**src/rtl/pipe_stage_reg_pkg.sv**
```systemverilog
`default_nettype none
`timescale 1ns/1ps
// ============================================================================
// pipe_stage_reg_pkg : shared pipeline-stage state encoding and DEPTH check
// Revision: 1.0
// ============================================================================
package pipe_stage_reg_pkg;

    typedef enum logic [1:0] {
        ST_EMPTY = 2'd0,
        ST_ONE   = 2'd1,
        ST_TWO   = 2'd2
    } pipe_state_e;

    function automatic bit depth_is_legal(input int depth);
        return (depth == 1) || (depth == 2);
    endfunction

endpackage
`default_nettype wire

```
**src/rtl/pipe_skid_buf.sv**
```systemverilog
`default_nettype none
`timescale 1ns/1ps
// ============================================================================
// pipe_skid_buf : two-entry head/skid store with registered space flag
// Revision: 1.0
// ============================================================================
module pipe_skid_buf
    import pipe_stage_reg_pkg::*;
#(
    parameter int DATA_W = 160
) (
    input  logic              clk_in,
    input  logic              rst_n_in,
    input  logic              i_rdy,
    input  logic              i_flush,
    input  logic              i_push,
    input  logic              i_pop,
    input  logic [DATA_W-1:0] i_data,
    output logic [DATA_W-1:0] o_head,
    output logic [1:0]        o_occ,
    output logic              o_space
);

    pipe_state_e       r_state;
    logic [DATA_W-1:0] r_head;
    logic [DATA_W-1:0] r_skid;
    logic              r_space;

    // r_space tracks "next state is not TWO" so upstream ready never sees m_ready
    always_ff @(posedge clk_in or negedge rst_n_in) begin
        if (!rst_n_in) begin
            r_state <= ST_EMPTY;
            r_head  <= '0;
            r_skid  <= '0;
            r_space <= 1'b0;
        end else if (i_rdy) begin
            r_space <= 1'b1;
            if (i_flush) begin
                r_state <= ST_EMPTY;
                r_head  <= '0;
                r_skid  <= '0;
            end else begin
                case (r_state)
                    ST_EMPTY: begin
                        if (i_push) begin
                            r_state <= ST_ONE;
                            r_head  <= i_data;
                        end
                    end
                    ST_ONE: begin
                        if (i_push && i_pop) begin
                            r_head <= i_data;
                        end else if (i_push) begin
                            r_state <= ST_TWO;
                            r_skid  <= i_data;
                            r_space <= 1'b0;
                        end else if (i_pop) begin
                            r_state <= ST_EMPTY;
                            r_head  <= '0;
                        end
                    end
                    ST_TWO: begin
                        if (i_pop) begin
                            r_state <= ST_ONE;
                            r_head  <= r_skid;
                            r_skid  <= '0;
                        end else begin
                            r_space <= 1'b0;
                        end
                    end
                    default: begin
                        r_state <= ST_EMPTY;
                        r_head  <= '0;
                        r_skid  <= '0;
                    end
                endcase
            end
        end
    end

    assign o_head  = r_head;
    assign o_occ   = r_state;
    assign o_space = r_space;

endmodule
`default_nettype wire

```
**src/rtl/pipe_stage_reg.sv**
```systemverilog
`default_nettype none
`timescale 1ns/1ps
// ============================================================================
// pipe_stage_reg : valid/ready pipeline register, 1 or 2 entries, with flush
// Revision: 1.0
// ============================================================================
module pipe_stage_reg
    import pipe_stage_reg_pkg::*;
#(
    parameter int DATA_W      = 160,
    parameter int DEPTH       = 2,
    parameter int ZERO_BUBBLE = 1
) (
    input  logic              clk_in,
    input  logic              rst_n_in,
    input  logic              rdy_in,
    input  logic              flush_in,
    input  logic              s_valid_in,
    output logic              s_ready_out,
    input  logic [DATA_W-1:0] s_data_in,
    output logic              m_valid_out,
    input  logic              m_ready_in,
    output logic [DATA_W-1:0] m_data_out,
    output logic [1:0]        occ_out
);

    if (!depth_is_legal(DEPTH)) begin : g_depth_err
        $error("pipe_stage_reg: DEPTH must be 1 or 2");
    end

    logic              w_m_valid;
    logic              w_s_ready;
    logic              w_push;
    logic              w_pop;
    logic [DATA_W-1:0] w_head;
    logic [1:0]        w_occ;

    assign w_m_valid = rdy_in & (w_occ != 2'd0);
    assign w_push    = s_valid_in & w_s_ready & ~flush_in;
    assign w_pop     = w_m_valid & m_ready_in & ~flush_in;

    if (DEPTH == 2) begin : g_skid
        logic w_space;

        pipe_skid_buf #(
            .DATA_W (DATA_W)
        ) u_skid (
            .clk_in   (clk_in),
            .rst_n_in (rst_n_in),
            .i_rdy    (rdy_in),
            .i_flush  (flush_in),
            .i_push   (w_push),
            .i_pop    (w_pop),
            .i_data   (s_data_in),
            .o_head   (w_head),
            .o_occ    (w_occ),
            .o_space  (w_space)
        );

        assign w_s_ready = rdy_in & w_space;
    end else begin : g_single
        logic              r_full;
        logic              r_live;
        logic [DATA_W-1:0] r_data;

        // r_live keeps ready low while in reset and until the first enabled edge
        always_ff @(posedge clk_in or negedge rst_n_in) begin
            if (!rst_n_in) begin
                r_full <= 1'b0;
                r_live <= 1'b0;
                r_data <= '0;
            end else if (rdy_in) begin
                r_live <= 1'b1;
                if (flush_in) begin
                    r_full <= 1'b0;
                    r_data <= '0;
                end else if (w_push) begin
                    r_full <= 1'b1;
                    r_data <= s_data_in;
                end else if (w_pop) begin
                    r_full <= 1'b0;
                    r_data <= '0;
                end
            end
        end

        assign w_head    = r_data;
        assign w_occ     = {1'b0, r_full};
        assign w_s_ready = rdy_in & r_live & (~w_m_valid | m_ready_in);
    end

    if (ZERO_BUBBLE != 0) begin : g_zero_bubble
        assign m_data_out = w_m_valid ? w_head : '0;
    end else begin : g_raw_data
        assign m_data_out = w_head;
    end

    assign s_ready_out = w_s_ready;
    assign m_valid_out = w_m_valid;
    assign occ_out     = w_occ;

endmodule
`default_nettype wire

```
**config.mk**
```make
export PLATFORM = sky130hd
export DESIGN_NAME = pipe_stage_reg
export DESIGN_NICKNAME = d
export VERILOG_FILES = /design/src/rtl/pipe_stage_reg_pkg.sv /design/src/rtl/pipe_skid_buf.sv /design/src/rtl/pipe_stage_reg.sv
export SDC_FILE = /design/constraint.sdc
export NUM_CORES = 1
export LEC_CHECK = 0
export ABC_AREA = 1
export CORE_ASPECT_RATIO = 0.6
export CORE_MARGIN = 2
export CORE_UTILIZATION = 56
export CTS_CLUSTER_SIZE = 20
export DETAILED_ROUTE_END_ITERATION = 12
export PLACE_DENSITY = 0.86
export SYNTH_ARGS = -nofsm -noshare
export SYNTH_HDL_FRONTEND = slang
export SYNTH_SLANG_ARGS = --single-unit
```
**constraint.sdc**
```tcl
create_clock -name clk_in -period 5.4 [get_ports clk_in]
set_clock_uncertainty 0.15 [all_clocks]
set_input_delay 0.81 -clock clk_in [delete_from_list [all_inputs] [get_ports clk_in]]
set_output_delay 0.81 -clock clk_in [all_outputs]
set_load 0.005 [all_outputs]
```
==> out/summary.json <==
{
  "vias": {"value": 15055},
  "areal_power_density_over_the_cells": {"value": 419, "unit": "nW/um^2"},
  "cts.htree.levels": {"value": 1},
  "setup-violations-final": {"value": 0},
  "post-cts-setup-buffer-count": {"value": 0},
  "worst_skew_pair.late_latency": {"value": 0.55, "unit": "ns"},
  "synth_seq_area_share": {"value": 0.511},
  "gr_util_all_layers": {"value": 0.293},
  "ir_worst_vdd": {"value": 0.000283, "unit": "V"},
  "synth_top_flop_cell": {"value": "sky130_fd_sc_hd__dfrtp_1"},
  "clock.fmax": {"value": 0.241, "unit": "GHz"},
  "cts_repair_resize_count": {"value": 0},
  "dr.pass1.iters": {"value": 6},
  "starting_density_of_the_core": {"value": 0.572},
  "final_slew_viol_count": {"value": 0},
  "synth_area_per_cell": {"value": 6.95, "unit": "sq um"},
  "transition_time_at_the_pin_with_the_least_slew_margin": {"value": 1.20, "unit": "ns"},
  "stdcell_count": {"value": 2906},
  "synth_enable_flop_cells": {"value": 0},
  "post-dp-hpwl": {"value": 27.4, "unit": "mm"},
  "route.final.wire_length": {"value": 44.1, "unit": "mm"},
  "final_cell_mix": {"value": "sky130_fd_sc_hd__nand2_1 (1,294), sky130_fd_sc_hd__clkdlybuf4s50_1 (328), sky130_fd_sc_hd__dfrtp_1 (323), sky130_fd_sc_hd__inv_1 (166), sky130_fd_sc_hd__nor2_1 (164)"},
  "detail_route.iter0.violations": {"value": 1618},
  "yosys_cell_types": {"value": 22},
  "clock_power_share": {"value": 0.263},
  "global_route_wire_length_before_repair": {"value": 71.6, "unit": "mm"},
  "grt_antenna_before_repair": {"value": 8},
  "crit_type": {"value": "primary input to primary output"},
  "combinational_power_share": {"value": 0.321},
  "post_synthesis_compound_gate_area_fraction": {"value": 0.0527},
  "cts_sinks": {"value": 323},
  "cp_max_fo": {"value": 82},
  "area_of_the_multi_input_gates": {"value": 6500, "unit": "sq um"},
  "synthesis.nets": {"value": 2444},
  "yosys-mux-area-fraction": {"value": 0},
  "clk_root_buffer_cell": {"value": "sky130_fd_sc_hd__clkbuf_16"},
  "placed_cells_incl_taps": {"value": 2846},
  "cts-buffers-inserted": {"value": 30},
  "worstSetupEndpointType": {"value": "primary output"},
  "startpoint_type": {"value": "primary input"},
  "fp.coreArea": {"value": 27600, "unit": "sq um"},
  "p_sw_frac": {"value": 0.365},
  "synth_async_sr_flop_share": {"value": 1.00},
  "dieArea": {"value": 29600, "unit": "sq um"},
  "warning_count_from_the_yosys_run": {"value": 0},
  "grt_pass1_vias": {"value": 14397},
  "cts.clk_slew.worst_paths": {"value": 0.06, "unit": "ns"},
  "detail_route.wl_per_cell": {"value": 15.2, "unit": "microns"},
  "final_net_count": {"value": 2681},
  "drtAntennaViolNets": {"value": 0},
  "max-slew-margin-rel": {"value": 0.203},
  "synth_top_cell_by_area": {"value": "sky130_fd_sc_hd__dfrtp_1"},
  "grt_setup_unrepaired": {"value": "false"},
  "layout.area.seq": {"value": 8080, "unit": "sq um"},
  "num_rows": {"value": 47},
  "p_leak": {"value": 9.97, "unit": "nW"},
  "n_fill_cell": {"value": 2093},
  "report.final.hold_viol_count": {"value": 0},
  "syn-instance-count": {"value": 2274},
  "io-pin-count": {"value": 330},
  "final_setup_tns": {"value": 0, "unit": "ns"},
  "gpl.final_weighted_congestion": {"value": 0.844},
  "cts_hold_repair.buffers": {"value": 0},
  "dpl_cell_area": {"value": 19200, "unit": "sq um"},
  "layout_area_overhead": {"value": 27.8, "unit": "%"},
  "arrival_time_at_the_worst_endpoint": {"value": 3.18, "unit": "ns"},
  "min_cycle_time_layout": {"value": 4.14, "unit": "ns"},
  "mostFrequentLayoutCell": {"value": "sky130_fd_sc_hd__nand2_1"},
  "power.internal": {"value": 5.38, "unit": "mW"},
  "synth_top_cells_by_area": {"value": "sky130_fd_sc_hd__dfrtp_1 (51%), sky130_fd_sc_hd__nand2_1 (31%), sky130_fd_sc_hd__o21ai_0 (5.1%)"},
  "synth-seq-cells": {"value": 323},
  "drc": {"value": 0},
  "die_height": {"value": 134, "unit": "microns"},
  "via_per_inst": {"value": 5.18},
  "critPathRequiredTime": {"value": 4.44, "unit": "ns"},
  "power_frac_seq": {"value": 0.416},
  "synth-xor-area-share": {"value": 0},
  "synth_simple_gate_area_frac": {"value": 0.353},
  "timing.final.crit_share": {"value": 0.767},
  "drive_above_1_share": {"value": 0.0308},
  "post_synth_fa_ha_maj_area_fraction": {"value": 0.00316},
  "yosys.area.top_type_share": {"value": 0.511},
  "hold_class": {"value": "primary input to asynchronous set/reset pin"},
  "gr_overflow_total": {"value": 0},
  "cap_violations": {"value": 0},
  "run_status": {"value": "completed"},
  "tritoncts_clock_tree": {"value": "built"},
  "post_synthesis_instance_area": {"value": 15800, "unit": "sq um"},
  "total_switching_power": {"value": 3.09, "unit": "mW"},
  "fp.dieW": {"value": 221, "unit": "microns"},
  "grt_max_degree": {"value": 110},
  "synth_top_family_by_area": {"value": "simple AND/OR/NAND/NOR gates"},
  "port-buffer-count": {"value": 329},
  "cts-root-to-sink-buffers": {"value": 3},
  "design_area": {"value": 20200, "unit": "sq um"}
}
-- per-stage QoR --
step | util | power, mW | hold slack (ns) | worst slack (ns)
after CTS | 0.731 | 8.51 | 0.172 | 1.27
after detailed placement | 0.694 | 6.24 | 0.315 | 1.27
after global routing | 0.731 | 9.05 | 0.197 | 1.08
final | 0.731 | 8.48 | 0.156 | 1.26
after global placement | 0.694 | 6.12 | 0.312 | 1.41
after floorplan | - | 5.23 | 0.299 | 2.69
-- kinds of logic after synthesis --
family,after synthesis
adder cells (fa/ha/maj),4
buffers and inverters,310
AO/OA/AOI/OAI,165
flip-flops,323
AND/OR/NAND/NOR,1472
-- layer usage --
layer	vias to the layer above	GRT usage	wire (microns)
li1	7254	-	-
met1	7090	0.393	18700
met2	610	0.484	20600
met3	97	0.0576	3380
met4	4	0.0973	1370
met5	-	0	25
-- power groups by stage --
stage,Combinational (mW),Clock [mW],Sequential (mW)
2_1_floorplan,1.79,0,3.44
3_3_place_gp,2.61,0,3.51
3_5_place_dp,2.69,0,3.55
4_1_cts,2.72,2.27,3.52
5_1_grt,3.07,2.38,3.61
6_report,2.72,2.23,3.53
-- critical path, cell delays in order --
cell,delay (ns)
sky130_fd_sc_hd__clkdlybuf4s50_1,0.67
sky130_fd_sc_hd__nand2_4,0.52
sky130_fd_sc_hd__buf_12,0.41
sky130_fd_sc_hd__nor2_1,0.18
sky130_fd_sc_hd__clkdlybuf4s50_1,0.52
-- flip-flops by register name, indices dropped and copies added (netlist names) --
name,count
g_skid.u_skid.o_head,160
g_skid.u_skid.o_occ,2
g_skid.u_skid.o_space,1
g_skid.u_skid.r_skid,160
-- worst paths after layout --
check | startpoint | to | slack (ns) | cells after the start
max | rdy_in | m_data_out[0] | 1.26 | 5
min | rst_n_in | g_skid.u_skid.o_head[120] | 0.16 | 1
max reg2reg | g_skid.u_skid.o_occ[0] | g_skid.u_skid.o_head[104] | 2.03 | 9
min reg2reg | g_skid.u_skid.o_head[11] | g_skid.u_skid.o_head[11] | 0.33 | 2
max in group asynchronous | rst_n_in | g_skid.u_skid.r_skid[14] | 3.62 | 2
min in group clk_in | g_skid.u_skid.o_head[11] | g_skid.u_skid.o_head[11] | 0.33 | 2
-- synthesized netlist by cell type (2+ instances only) --
cell and count:
sky130_fd_sc_hd__buf_4 16, sky130_fd_sc_hd__buf_1 5, sky130_fd_sc_hd__buf_2 39, sky130_fd_sc_hd__inv_1 166, sky130_fd_sc_hd__clkbuf_1 79, sky130_fd_sc_hd__nand3_2 3, sky130_fd_sc_hd__nand2_1 1295, sky130_fd_sc_hd__a21oi_1 2
sky130_fd_sc_hd__o21ai_0 161, sky130_fd_sc_hd__nand3_1 3, sky130_fd_sc_hd__inv_2 5, sky130_fd_sc_hd__dfrtp_1 323, sky130_fd_sc_hd__nand4_1 2, sky130_fd_sc_hd__ha_1 4, sky130_fd_sc_hd__nor2_1 164
-- area by class of cell --
type                    instances  share of cell area
multi-input cells            1641               0.322
clock buffers                  44              0.0433
well taps                     367              0.0227
diodes                          5            0.000619
repair buffers                344               0.172
inverters                     171              0.0319
flip-flops and latches        323               0.400
clock inverters                11             0.00768
Note: power is estimated with default switching activity, not from simulation.
